--- config.mk ---
export PLATFORM = sky130hd
export DESIGN_NAME = pipelined_addsub
export DESIGN_NICKNAME = d
export VERILOG_FILES = /design/src/rtl/pipelined_addsub_pkg.sv /design/src/rtl/pipelined_addsub_chunk.sv /design/src/rtl/pipelined_addsub.sv
export SDC_FILE = /design/constraint.sdc
export NUM_CORES = 1
export LEC_CHECK = 0
export BUFFER_PORTS_ARGS = -buffer_cell sky130_fd_sc_hd__buf_4
export CAP_MARGIN = 20
export CORE_ASPECT_RATIO = 0.9
export CORE_MARGIN = 2
export CORE_UTILIZATION = 52
export DETAILED_ROUTE_END_ITERATION = 16
export PLACE_DENSITY = 0.76
export SLEW_MARGIN = 20
export SYNTH_ARGS = -nofsm -noshare
export SYNTH_HDL_FRONTEND = slang
export SYNTH_HIERARCHICAL = 1
export SYNTH_SLANG_ARGS = --single-unit
--- constraint.sdc ---
create_clock -name clk -period 3.1 [get_ports clk]
set_input_delay 0.775 -clock clk [delete_from_list [all_inputs] [get_ports clk]]
set_output_delay 0.775 -clock clk [all_outputs]
set_load 0.1 [all_outputs]
--- src/rtl/pipelined_addsub_pkg.sv ---
`default_nettype none
// ============================================================================
// Module   : pipelined_addsub_pkg
// Brief    : Shared defaults and per-stage control record for pipelined_addsub.
// Revision : 1.0
// ============================================================================
package pipelined_addsub_pkg;

    localparam int DEF_WIDTH  = 16;
    localparam int DEF_STAGES = 4;

    // Control bits travelling alongside each operand set through the pipe
    typedef struct packed {
        logic valid;
        logic carry;
    } stage_ctl_t;

endpackage
`default_nettype wire

--- src/rtl/pipelined_addsub_chunk.sv ---
`default_nettype none
// ============================================================================
// Module   : addsub_chunk
// Brief    : Combinational CHUNK_W-bit ripple adder exposing the MSB carry-in.
// Revision : 1.0
// ============================================================================
module addsub_chunk
    import pipelined_addsub_pkg::*;
#(
    parameter int CHUNK_W = 4
) (
    input  logic [CHUNK_W-1:0] a,
    input  logic [CHUNK_W-1:0] b,
    input  logic               ci,
    output logic [CHUNK_W-1:0] sum,
    output logic               co,
    output logic               msb_ci
);

    logic [CHUNK_W:0] w_c;

    assign w_c[0] = ci;

    generate
        for (genvar i = 0; i < CHUNK_W; i++) begin : g_bit
            assign sum[i]   = a[i] ^ b[i] ^ w_c[i];
            assign w_c[i+1] = (a[i] & b[i]) | (w_c[i] & (a[i] ^ b[i]));
        end
    endgenerate

    assign co     = w_c[CHUNK_W];
    assign msb_ci = w_c[CHUNK_W-1];

endmodule
`default_nettype wire

--- src/rtl/pipelined_addsub.sv ---
`default_nettype none
// ============================================================================
// Module   : pipelined_addsub
// Brief    : Carry-skewed pipelined adder/subtractor, one chunk per stage,
//            with a single global advance enable for valid/ready flow.
// Revision : 1.0
// ============================================================================
module pipelined_addsub
    import pipelined_addsub_pkg::*;
#(
    parameter int WIDTH  = DEF_WIDTH,
    parameter int STAGES = DEF_STAGES
) (
    input  logic             clk,
    input  logic             rst,
    input  logic             in_valid,
    output logic             in_ready,
    input  logic [WIDTH-1:0] a,
    input  logic [WIDTH-1:0] b,
    input  logic             cin,
    input  logic             sub,
    output logic             out_valid,
    input  logic             out_ready,
    output logic [WIDTH-1:0] sum,
    output logic             cout,
    output logic             ovf
);

    localparam int c_CHUNK = WIDTH / STAGES;

    generate
        if (WIDTH < 2 || STAGES < 1 || (WIDTH % STAGES) != 0) begin : g_bad_params
            $error("pipelined_addsub: STAGES must be >= 1 and divide WIDTH (>= 2)");
        end
    endgenerate

    logic             w_adv;
    logic             w_accept;
    logic [WIDTH-1:0] w_b_eff;
    logic             w_c0;

    // Index k: what enters stage k (w_*_in) and what stage k registered (w_*_q)
    stage_ctl_t       w_ctl_in [STAGES];
    logic [WIDTH-1:0] w_a_in   [STAGES];
    logic [WIDTH-1:0] w_b_in   [STAGES];
    logic [WIDTH-1:0] w_sum_in [STAGES];
    stage_ctl_t       w_ctl_q  [STAGES];
    logic [WIDTH-1:0] w_a_q    [STAGES];
    logic [WIDTH-1:0] w_b_q    [STAGES];
    logic [WIDTH-1:0] w_sum_q  [STAGES];
    logic             w_msb_ci [STAGES];
    logic             w_ovf_q;

    assign w_adv    = out_ready | ~w_ctl_q[STAGES-1].valid;
    assign in_ready = w_adv;
    assign w_accept = in_valid & w_adv;

    // Subtraction is a + ~b + 1, so the external carry-in is overridden
    assign w_b_eff  = sub ? ~b : b;
    assign w_c0     = sub | cin;

    generate
        for (genvar k = 0; k < STAGES; k++) begin : g_stage
            localparam int c_LO = k * c_CHUNK;

            logic [c_CHUNK-1:0] w_chunk_sum;
            logic               w_co;
            logic [WIDTH-1:0]   w_sum_nx;
            stage_ctl_t         r_ctl;
            logic [WIDTH-1:0]   r_sum;

            if (k == 0) begin : g_head
                assign w_ctl_in[k] = stage_ctl_t'({w_accept, w_c0});
                assign w_a_in[k]   = a;
                assign w_b_in[k]   = w_b_eff;
                assign w_sum_in[k] = '0;
            end else begin : g_link
                assign w_ctl_in[k] = w_ctl_q[k-1];
                assign w_a_in[k]   = w_a_q[k-1];
                assign w_b_in[k]   = w_b_q[k-1];
                assign w_sum_in[k] = w_sum_q[k-1];
            end

            addsub_chunk #(
                .CHUNK_W (c_CHUNK)
            ) u_chunk (
                .a      (w_a_in[k][c_LO +: c_CHUNK]),
                .b      (w_b_in[k][c_LO +: c_CHUNK]),
                .ci     (w_ctl_in[k].carry),
                .sum    (w_chunk_sum),
                .co     (w_co),
                .msb_ci (w_msb_ci[k])
            );

            always_comb begin
                w_sum_nx                  = w_sum_in[k];
                w_sum_nx[c_LO +: c_CHUNK] = w_chunk_sum;
            end

            always_ff @(posedge clk or posedge rst) begin
                if (rst) begin
                    r_ctl <= '0;
                    r_sum <= '0;
                end else if (w_adv) begin
                    r_ctl <= stage_ctl_t'({w_ctl_in[k].valid, w_co});
                    r_sum <= w_sum_nx;
                end
            end

            assign w_ctl_q[k] = r_ctl;
            assign w_sum_q[k] = r_sum;

            if (k < STAGES - 1) begin : g_skew
                logic [WIDTH-1:0] r_a;
                logic [WIDTH-1:0] r_b;

                always_ff @(posedge clk or posedge rst) begin
                    if (rst) begin
                        r_a <= '0;
                        r_b <= '0;
                    end else if (w_adv) begin
                        r_a <= w_a_in[k];
                        r_b <= w_b_in[k];
                    end
                end

                assign w_a_q[k] = r_a;
                assign w_b_q[k] = r_b;
            end else begin : g_tail
                logic r_ovf;

                // Overflow: carry into the MSB disagrees with carry out of it
                always_ff @(posedge clk or posedge rst) begin
                    if (rst) begin
                        r_ovf <= 1'b0;
                    end else if (w_adv) begin
                        r_ovf <= w_co ^ w_msb_ci[k];
                    end
                end

                assign w_ovf_q  = r_ovf;
                assign w_a_q[k] = '0;
                assign w_b_q[k] = '0;
            end
        end
    endgenerate

    assign out_valid = w_ctl_q[STAGES-1].valid;
    assign sum       = w_sum_q[STAGES-1];
    assign cout      = w_ctl_q[STAGES-1].carry;
    assign ovf       = w_ovf_q;

endmodule
`default_nettype wire
* Yosys cells after proc, flatten, opt, wreduce, memory -nomap -nowiden
Cells that the tools add are included.
** Storage, ports and cells
- Input bits :: 38
- Register bits after elaboration :: 145
- Word-level logic and storage cells :: 106
- Output and inout port bits :: 20
** Cells by class
- Bitwise logic cells :: 86
- Muxes and demuxes :: 1
** Operators by type and width (count)
- AND 1 bit :: 33
- bitwise XOR 1 bit :: 33
- bitwise OR 1 bit :: 18
- two-way mux 16 bit :: 1
- NOT 16 bit :: 1
- NOT 1 bit :: 1

* Logic depth before layout (Yosys ltp)
Gate-level depths: netlist of the first run.
- Word-level depth :: 11
- Depth in mapped cells :: 10
- Gate-level depth less buffers :: 8

* Hierarchy
The synthesis of the first run kept the hierarchy.
** By module, submodules not included
- pipelined_addsub :: seq. area each 2427.3 µm², cells an instance 227, area each 3847.4 µm², instances 1
- addsub_chunk :: seq. area each 0.0 µm², cells an instance 12, area each 110.1 µm², instances 4

* Least setup slack after synthesis of the first run
No wires, ideal clock.
- Path type :: in2reg
- Start point :: input port sub
- End point :: register g_stage[0].r_sum[3]
- Arrival :: 3.033 ns
- Library setup time :: 0.125 ns
- Setup slack :: -0.058 ns
- Stages :: 10
- Data required time :: 2.975 ns
- Buffers on the path :: 2
- Cell sequence :: buf_2 -> buf_4 -> xor2_1 -> fa_1 -> inv_1 -> fa_1 -> fa_1 -> inv_1 -> fa_1 -> mux2_2
** RTL lines
- start, declared :: RTL line pipelined_addsub.sv:21 : input logic sub,
- end signal, assigned :: RTL line pipelined_addsub.sv:106 : r_sum <= w_sum_nx;
- end, declared :: RTL line pipelined_addsub.sv:70 : logic [WIDTH-1:0] r_sum;

==> results.rst, run 1 <==
.. list-table::
   :header-rows: 1

   * - Metric
     - Value
   * - Fin crit share
     - 85.83%
   * - Number of synthesized flops with an enable pin
     - 0
   * - Starting Density
     - 53.41%
   * - Post-synthesis register bit count
     - 97
   * - Final instance area
     - 0.004986 sq mm
   * - Final #Nets
     - 387
   * - Clock slew at the register clock pins of the worst setup and hold paths
     - 0.09 ns
   * - Unrepaired setup endpoints after global routing
     - no
   * - Routed vias
     - 2143
   * - Ranking of synthesized cells by instance count
     - sky130_fd_sc_hd__dfrtp_1, sky130_fd_sc_hd__mux2_2, sky130_fd_sc_hd__inv_1
   * - Total DRC errors in the routed layout
     - 0
   * - TritonCTS clock tree
     - built
   * - Max-slew violation count
     - 0
   * - Number of cell rows
     - 31
   * - Syn Std Cell Area
     - 0.004288 sq mm
   * - Die Y-Extent
     - 90.15 microns
   * - Buffer and inverter count on the worst path
     - 3
   * - H-Tree Level Count
     - 3
   * - Dominant synthesized flop cell
     - sky130_fd_sc_hd__dfrtp_1
   * - Proportion of layout cells with a drive suffix above 1
     - 51.18%
   * - Worst-case vdd ir drop
     - 0.5364 mV
   * - Status
     - finished clean
   * - Library cell contributing the largest single delay on the critical path
     - sky130_fd_sc_hd__fa_1
   * - Final setup vio count
     - 0
   * - Wire length of the first global-routing pass
     - 11.15 mm
   * - Top fanout value on the critical path
     - 7
   * - Fraction of the yosys area taken by sequential cells
     - 56.61%
   * - Post-Route Hold Slack
     - 0.4209 ns
   * - Die X
     - 99.72 microns
   * - Clock Root Buffer
     - sky130_fd_sc_hd__clkbuf_8
   * - Vias in the first global route
     - 2261
   * - Worst Max-Slew Pin Slew
     - 0.5331 ns
   * - Number of endpoints with negative hold slack in the final report
     - 0
   * - Via/cell ratio
     - 4.904
   * - Power density over cell area
     - 1138 mW/mm^2
   * - Cells taking the most area after synthesis
     - sky130_fd_sc_hd__dfrtp_1, sky130_fd_sc_hd__mux2_2, sky130_fd_sc_hd__fa_1
   * - CP arrival
     - 2.89 ns
   * - CP dominant cell by count
     - sky130_fd_sc_hd__fa_1
   * - Top-Level Pins
     - 58
   * - Antenna violation net count after detailed routing
     - 0
   * - Launch instance of the worst register-to-register path
     - g_stage[2].g_skew.r_a[12]
   * - Accumulated negative setup slack
     - 0 ns
   * - Detailed-route wire length per cell
     - 14.09 microns
   * - Yosys Warn Count
     - 6
   * - Top cell type's share of synthesized area
     - 56.61%
   * - Largest stage delay, worst path
     - 0.40 ns
   * - Static leakage
     - 2.367 nW
   * - Number of search-and-repair iterations in the first detailed-routing pass
     - 4
   * - Max-cap violations
     - 0
   * - R2R cell count
     - 7
   * - Pin count of the biggest net entering global routing
     - 98
   * - Synth cell types
     - 12
   * - Resized cells post-CTS
     - 0
   * - Drt first-iter violations
     - 78
   * - Syn Nets
     - 329
   * - Final WL
     - 6.158 mm
   * - Count of buffers inserted at the top-level ports
     - 57
   * - Clock buffers created by TritonCTS
     - 9
   * - Critical path type
     - in -> reg
   * - Layout overhead on the synthesized area
     - 16.28%
   * - Achievable clock frequency
     - 0.3759 GHz
   * - Kind of start point of the critical path
     - input pin
   * - Syn avg cell area
     - 15.59 sq um
   * - Final Power
     - 5.673 mW
   * - Number of post-CTS setup repair buffers
     - 0
   * - Crit. End Element
     - register
   * - Worst hold path class
     - in -> async
   * - Max_slew headroom
     - 64.46%
   * - Clock sink count
     - 97
   * - Number of hold-repair buffers added at the cts stage
     - 0
   * - Yosys top cell by area
     - sky130_fd_sc_hd__dfrtp_1
   * - GRT Residual Overflow
     - 0
   * - Final estimated routing congestion in global placement
     - 0.7317
   * - Post-synth ARST share
     - 100.0%
   * - Cell family contributing the most delay on the critical path
     - adder cells
   * - Area inside the core boundary
     - 0.008029 sq mm
   * - Antenna violations before repair
     - 0
   * - Minimum clock period after layout
     - 2.661 ns
   * - Final HPWL from detailed placement
     - 4.282 mm
   * - Area enclosed by the die boundary
     - 0.008989 sq mm
   * - FF-to-FF setup slack
     - 0.77 ns
   * - Number of buffers on the longest clock path
     - 2
   * - Cell with the most instances after synthesis
     - sky130_fd_sc_hd__dfrtp_1
   * - Placed instance area
     - 0.004798 sq mm
   * - Global Route Usage Sum
     - 15.89%
   * - Worst setup skew after layout
     - 0.009951 ns
   * - Clock Latency Late Sink
     - 0.35 ns
   * - Post-Synthesis Cells
     - 275
   * - Antenna diode count
     - 0
   * - End of the worst register-to-register path
     - sum[15]
   * - Critical Path RT
     - 3.33 ns
   * - Critical Path, Cell by Cell
     - buf_4, xor2_1, fa_1, inv_1, fa_1, fa_1, inv_1, fa_1, mux2_2
## metal layers
| metal | GRT usage (%) | routed length (microns) |
|---|---|---|
| met1 | 22.26 | 2886 |
| met2 | 23.37 | 2900 |
| met3 | 5.677 | 322 |
| met4 | 5.137 | 48 |
| met5 | 0 | 0 |
## final cells by class
type                    count  area (sq um)
fillers                   609          3043
flip-flops and latches     97          2427
multi-input cells         132          1644
repair buffers             60         475.5
clock buffers              11         131.4
inverters                  33         127.6
well taps                  99         123.9
clock inverters             5         56.30
## layout by cell type, fill, tap and decap left out, types with 2 or more instances in the layout
cell type,Yosys,layout
sky130_fd_sc_hd__dfrtp_1,97,97
sky130_fd_sc_hd__clkbuf_8,0,9
sky130_fd_sc_hd__mux2_4,18,18
sky130_fd_sc_hd__mux2_2,78,78
sky130_fd_sc_hd__buf_12,0,2
sky130_fd_sc_hd__inv_1,33,32
sky130_fd_sc_hd__buf_4,1,58
sky130_fd_sc_hd__clkinvlp_4,0,2
sky130_fd_sc_hd__clkbuf_1,0,2
sky130_fd_sc_hd__fa_1,16,16
sky130_fd_sc_hd__clkinv_2,0,2
sky130_fd_sc_hd__xor2_1,17,17
## per-stage QoR
stage,setup WS (ns),std cells,utilization [%]
finish,0.4394,437,62.10
global route,0.3036,437,62.10
CTS,0.4426,437,62.10
detailed placement,0.05614,421,59.76
global placement,0.1427,421,59.76
floorplan,0.04204,275,-
## state kept, by name (all words and copies together), names as in the netlist
signal	flops
g_stage.g_skew.r_a	24
out_valid	1
cout	1
ovf	1
g_stage.r_sum	24
g_stage.r_ctl	6
sum	16
g_stage.g_skew.r_b	24
## worst reg2reg max path: stages, from the launching register on
cell                      delay, ns
sky130_fd_sc_hd__dfrtp_1       0.38
sky130_fd_sc_hd__fa_1          0.18
sky130_fd_sc_hd__inv_1         0.05
sky130_fd_sc_hd__fa_1          0.37
sky130_fd_sc_hd__fa_1          0.42
sky130_fd_sc_hd__inv_1         0.12
sky130_fd_sc_hd__fa_1          0.42
sky130_fd_sc_hd__mux2_2        0.27
## logic make-up after synthesis
family        synth area share, %
mux                         26.79
xor+xnor                    3.472
flops                       56.61
fa+ha+maj                   7.470
simple gates               0.6129
buf+inv                     5.048
## how the worst max path moves through the flow
stage / startpoint / to / slack (ns) / cells past startpoint
2_1_floorplan: sub / g_stage[0].r_sum[3] / 0.04 / 10
3_3_place_gp: sub / g_stage[0].r_sum[3] / 0.14 / 9
3_5_place_dp: sub / g_stage[0].r_sum[3] / 0.06 / 9
4_1_cts: sub / g_stage[0].r_sum[3] / 0.44 / 9
5_1_grt: sub / g_stage[0].r_sum[3] / 0.30 / 9
6_report: sub / g_stage[0].r_sum[3] / 0.44 / 9
## power breakdown
part           leakage, nW  switching, mW  internal (mW)  total, mW
Combinational         1.14           1.60           1.14       2.74
Sequential            1.13          0.321           1.84       2.16
Clock               0.0933          0.401          0.372      0.774
Total                 2.37           2.32           3.35       5.67
Note: power is estimated with default switching activity, not from simulation.
==> run 2, diff against run 1 <==
- CORE_ASPECT_RATIO: 0.9 -> not set
==> run 2 against run 1 <==
Clock skew is 0.0051 ns lower. Clock power increased by 17%. Fmax increased by 2.0%. Non-clock buffer count is 1 higher. Global-route usage up 0.81 points. Core utilization up 0.19 points. Via count up 2.4%. Register-to-register slack improved by 0.08 ns. Die area is essentially flat. Clock-buffer cell count is the same. Power up 2.7%.
==> results.rst, run 2 (synthesized netlist as in run 1, its figures left out) <==
.. list-table::
   :header-rows: 1

   * - Metric
     - Value
   * - Status
     - finished clean
   * - Largest stage delay, worst path
     - 0.41 ns (about the same)
   * - Buffer and inverter count on the worst path
     - 3 (unchanged)
   * - CP dominant cell by count
     - sky130_fd_sc_hd__fa_1
   * - Worst Max-Slew Pin Slew
     - 0.6192 ns (+0.08605 ns)
   * - Clock slew at the register clock pins of the worst setup and hold paths
     - 0.09 ns (about the same)
   * - Via/cell ratio
     - 4.955 (+1.0%)
   * - Fin crit share
     - 84.14% (-1.7 points)
   * - Max_slew headroom
     - 58.64% (-5.8 points)
   * - Clock buffers created by TritonCTS
     - 9 (unchanged)
   * - GRT Residual Overflow
     - 0 (unchanged)
   * - Area of the multi-input gates
     - 0.001644 sq mm (unchanged)
   * - Final instance area
     - 0.005041 sq mm (+1.1%)
   * - Power density over cell area
     - 1155 mW/mm^2 (+1.5%)
   * - Layout overhead on the synthesized area
     - 17.57%
   * - Area inside the core boundary
     - 0.008093 sq mm (+0.79%)
   * - Util after Layout
     - 62.29% (+0.19 points)
   * - Final Non-Filler Cells
     - 443 (+1.4%)
   * - Unrepaired setup endpoints after global routing
     - no
   * - Detailed-route wire length per cell
     - 14.63 microns (+3.8%)
   * - Top fanout value on the critical path
     - 4 (-3)
   * - Vias in the first global route
     - 2311 (+2.2%)
   * - Post-Place Cells
     - 428 (+1.7%)
   * - Registers with the most flip-flops
     - g_stage.g_skew.r_a: 24 flops, g_stage.g_skew.r_b: 24 flops, g_stage.r_sum: 24 flops
   * - Final estimated routing congestion in global placement
     - 0.7331 (+0.19%)
   * - Pin count of the biggest net entering global routing
     - 98 (unchanged)
   * - Commonest non-fill, non-tap cell in the layout
     - sky130_fd_sc_hd__dfrtp_1
   * - Clock Root Buffer
     - sky130_fd_sc_hd__clkbuf_8
   * - Number of post-CTS setup repair buffers
     - 0 (unchanged)
   * - Area enclosed by the die boundary
     - 0.008988 sq mm (about the same)
   * - Count of buffers inserted at the top-level ports
     - 57 (unchanged)
   * - Critical path type
     - in -> reg
   * - Clock Latency Late Sink
     - 0.35 ns (about the same)
   * - Number of endpoints with negative hold slack in the final report
     - 0 (unchanged)
   * - Library cell contributing the largest single delay on the critical path
     - sky130_fd_sc_hd__fa_1
   * - CP arrival
     - 2.85 ns (-0.04 ns)
   * - Antenna violations before repair
     - 0 (unchanged)
   * - Die X
     - 94.81 microns (-4.9%)
   * - Critical Path, Cell by Cell
     - buf_4, xor2_1, fa_1, inv_1, fa_1, fa_1, inv_1, fa_1, mux2_2
   * - H-Tree Level Count
     - 3 (unchanged)
   * - Final #Nets
     - 388 (+0.26%)
   * - Final WL
     - 6.482 mm (+5.3%)
   * - Placed instance area
     - 0.004813 sq mm (+0.31%)
   * - Crit. End Element
     - register
   * - Max-slew violation count
     - 0 (unchanged)
   * - TritonCTS clock tree
     - built
   * - Achievable clock frequency
     - 0.3834 GHz (+2.0%)
   * - Final HPWL from detailed placement
     - 4.597 mm (+7.3%)
   * - Static leakage
     - 2.390 nW (+0.98%)
   * - Resized cells post-CTS
     - 0 (unchanged)
   * - Number of cell rows
     - 33 (+6.5%)
   * - Final setup vio count
     - 0 (unchanged)
   * - Number of search-and-repair iterations in the first detailed-routing pass
     - 4 (unchanged)
   * - Drt first-iter violations
     - 87 (+12%)
   * - Total DRC errors in the routed layout
     - 0 (unchanged)
   * - Worst-case vdd ir drop
     - 0.4938 mV (-8.0%)
   * - Top-Level Pins
     - 58 (unchanged)
   * - Minimum clock period after layout
     - 2.608 ns (-0.05214 ns)
   * - Worst hold path class
     - reg -> reg
   * - Number of hold-repair buffers added at the cts stage
     - 0 (unchanged)
   * - Kind of start point of the critical path
     - input pin
   * - Max-cap violations
     - 0 (unchanged)
   * - Accumulated negative setup slack
     - 0 ns (unchanged)
   * - Proportion of layout cells with a drive suffix above 1
     - 51.78% (+0.59 points)
   * - Leading cell types in the layout, fill and taps excluded
     - sky130_fd_sc_hd__dfrtp_1, sky130_fd_sc_hd__mux2_2, sky130_fd_sc_hd__buf_4
   * - Die Y-Extent
     - 94.81 microns (+5.2%)
   * - Clock sink count
     - 97 (unchanged)
   * - Cell family contributing the most delay on the critical path
     - adder cells
   * - Number of buffers on the longest clock path
     - 2 (unchanged)
   * - Global Route Usage Sum
     - 16.70% (+0.81 points)
   * - Final Power
     - 5.823 mW (+2.7%)
   * - Worst setup skew after layout
     - 0.004828 ns (-0.005123 ns)
   * - Filler Cells Inserted
     - 653 (+7.2%)
   * - Critical Path RT
     - 3.34 ns (about the same)
   * - Antenna diode count
     - 0 (unchanged)
   * - Sequential cell area
     - 0.002427 sq mm (unchanged)
   * - Wire length of the first global-routing pass
     - 11.26 mm (+0.99%)
   * - Starting Density
     - 52.98% (-0.42 points)
   * - Antenna violation net count after detailed routing
     - 0 (unchanged)
   * - Routed vias
     - 2195 (+2.4%)
## run 2: changes by cell type in the layout (fill, tap and decap cells not counted), sizes merged
cell    previous run  this run
bufinv             1         2
clkinv             3         1
buf               60        61
## run 2: power by group
part	internal (mW)	switching [mW]	leakage [nW]	total [mW]
Clock	0.495	0.413	0.112	0.909
Sequential	1.84	0.332	1.13	2.17
Combinational	1.13	1.61	1.15	2.74
Total	3.47	2.35	2.39	5.82
## run 2: layout make-up
type,count,share of cell area [%]
Clock buffer,11,3.003
Clock inverter,4,1.514
Inverter,33,2.532
Multi-Input combinational cell,132,32.61
Sequential cell,97,48.15
Tap cell,105,2.606
Timing Repair Buffer,61,9.581
## run 2: per-stage QoR
| step | hold WS [ns] | setup WS (ns) |
|---|---|---|
| floorplan | 0.4305 | 0.04204 |
| global placement | 0.4426 | 0.1780 |
| detailed placement | 0.4437 | 0.09425 |
| CTS | 0.4661 | 0.4792 |
| global route | 0.4823 | 0.4109 |
| finish | 0.4604 | 0.4915 |
## run 2: layer usage
metal | global-route usage (%) | up-vias | wire length (microns)
li1 | - | 1009 | -
met1 | 22.61 | 1142 | 3035
met2 | 26.54 | 36 | 3174
met3 | 3.192 | 8 | 169
met4 | 7.246 | 0 | 102
met5 | 0 | - | 0
## run 2: final timing paths
kind	from	endpoint	slack (ns)	depth (start not counted)
setup / recovery	sub	g_stage[0].r_sum[3]	0.49	9
hold / removal	g_stage[2].r_ctl[1]	out_valid	0.46	1
setup reg to reg	g_stage[1].g_skew.r_a[8]	g_stage[2].r_sum[11]	0.85	7
hold reg to reg	g_stage[2].r_ctl[1]	out_valid	0.46	1
max in group asynchronous	rst	sum[2]	1.89	3
min in group asynchronous	rst	g_stage[0].g_skew.r_a[6]	0.49	2
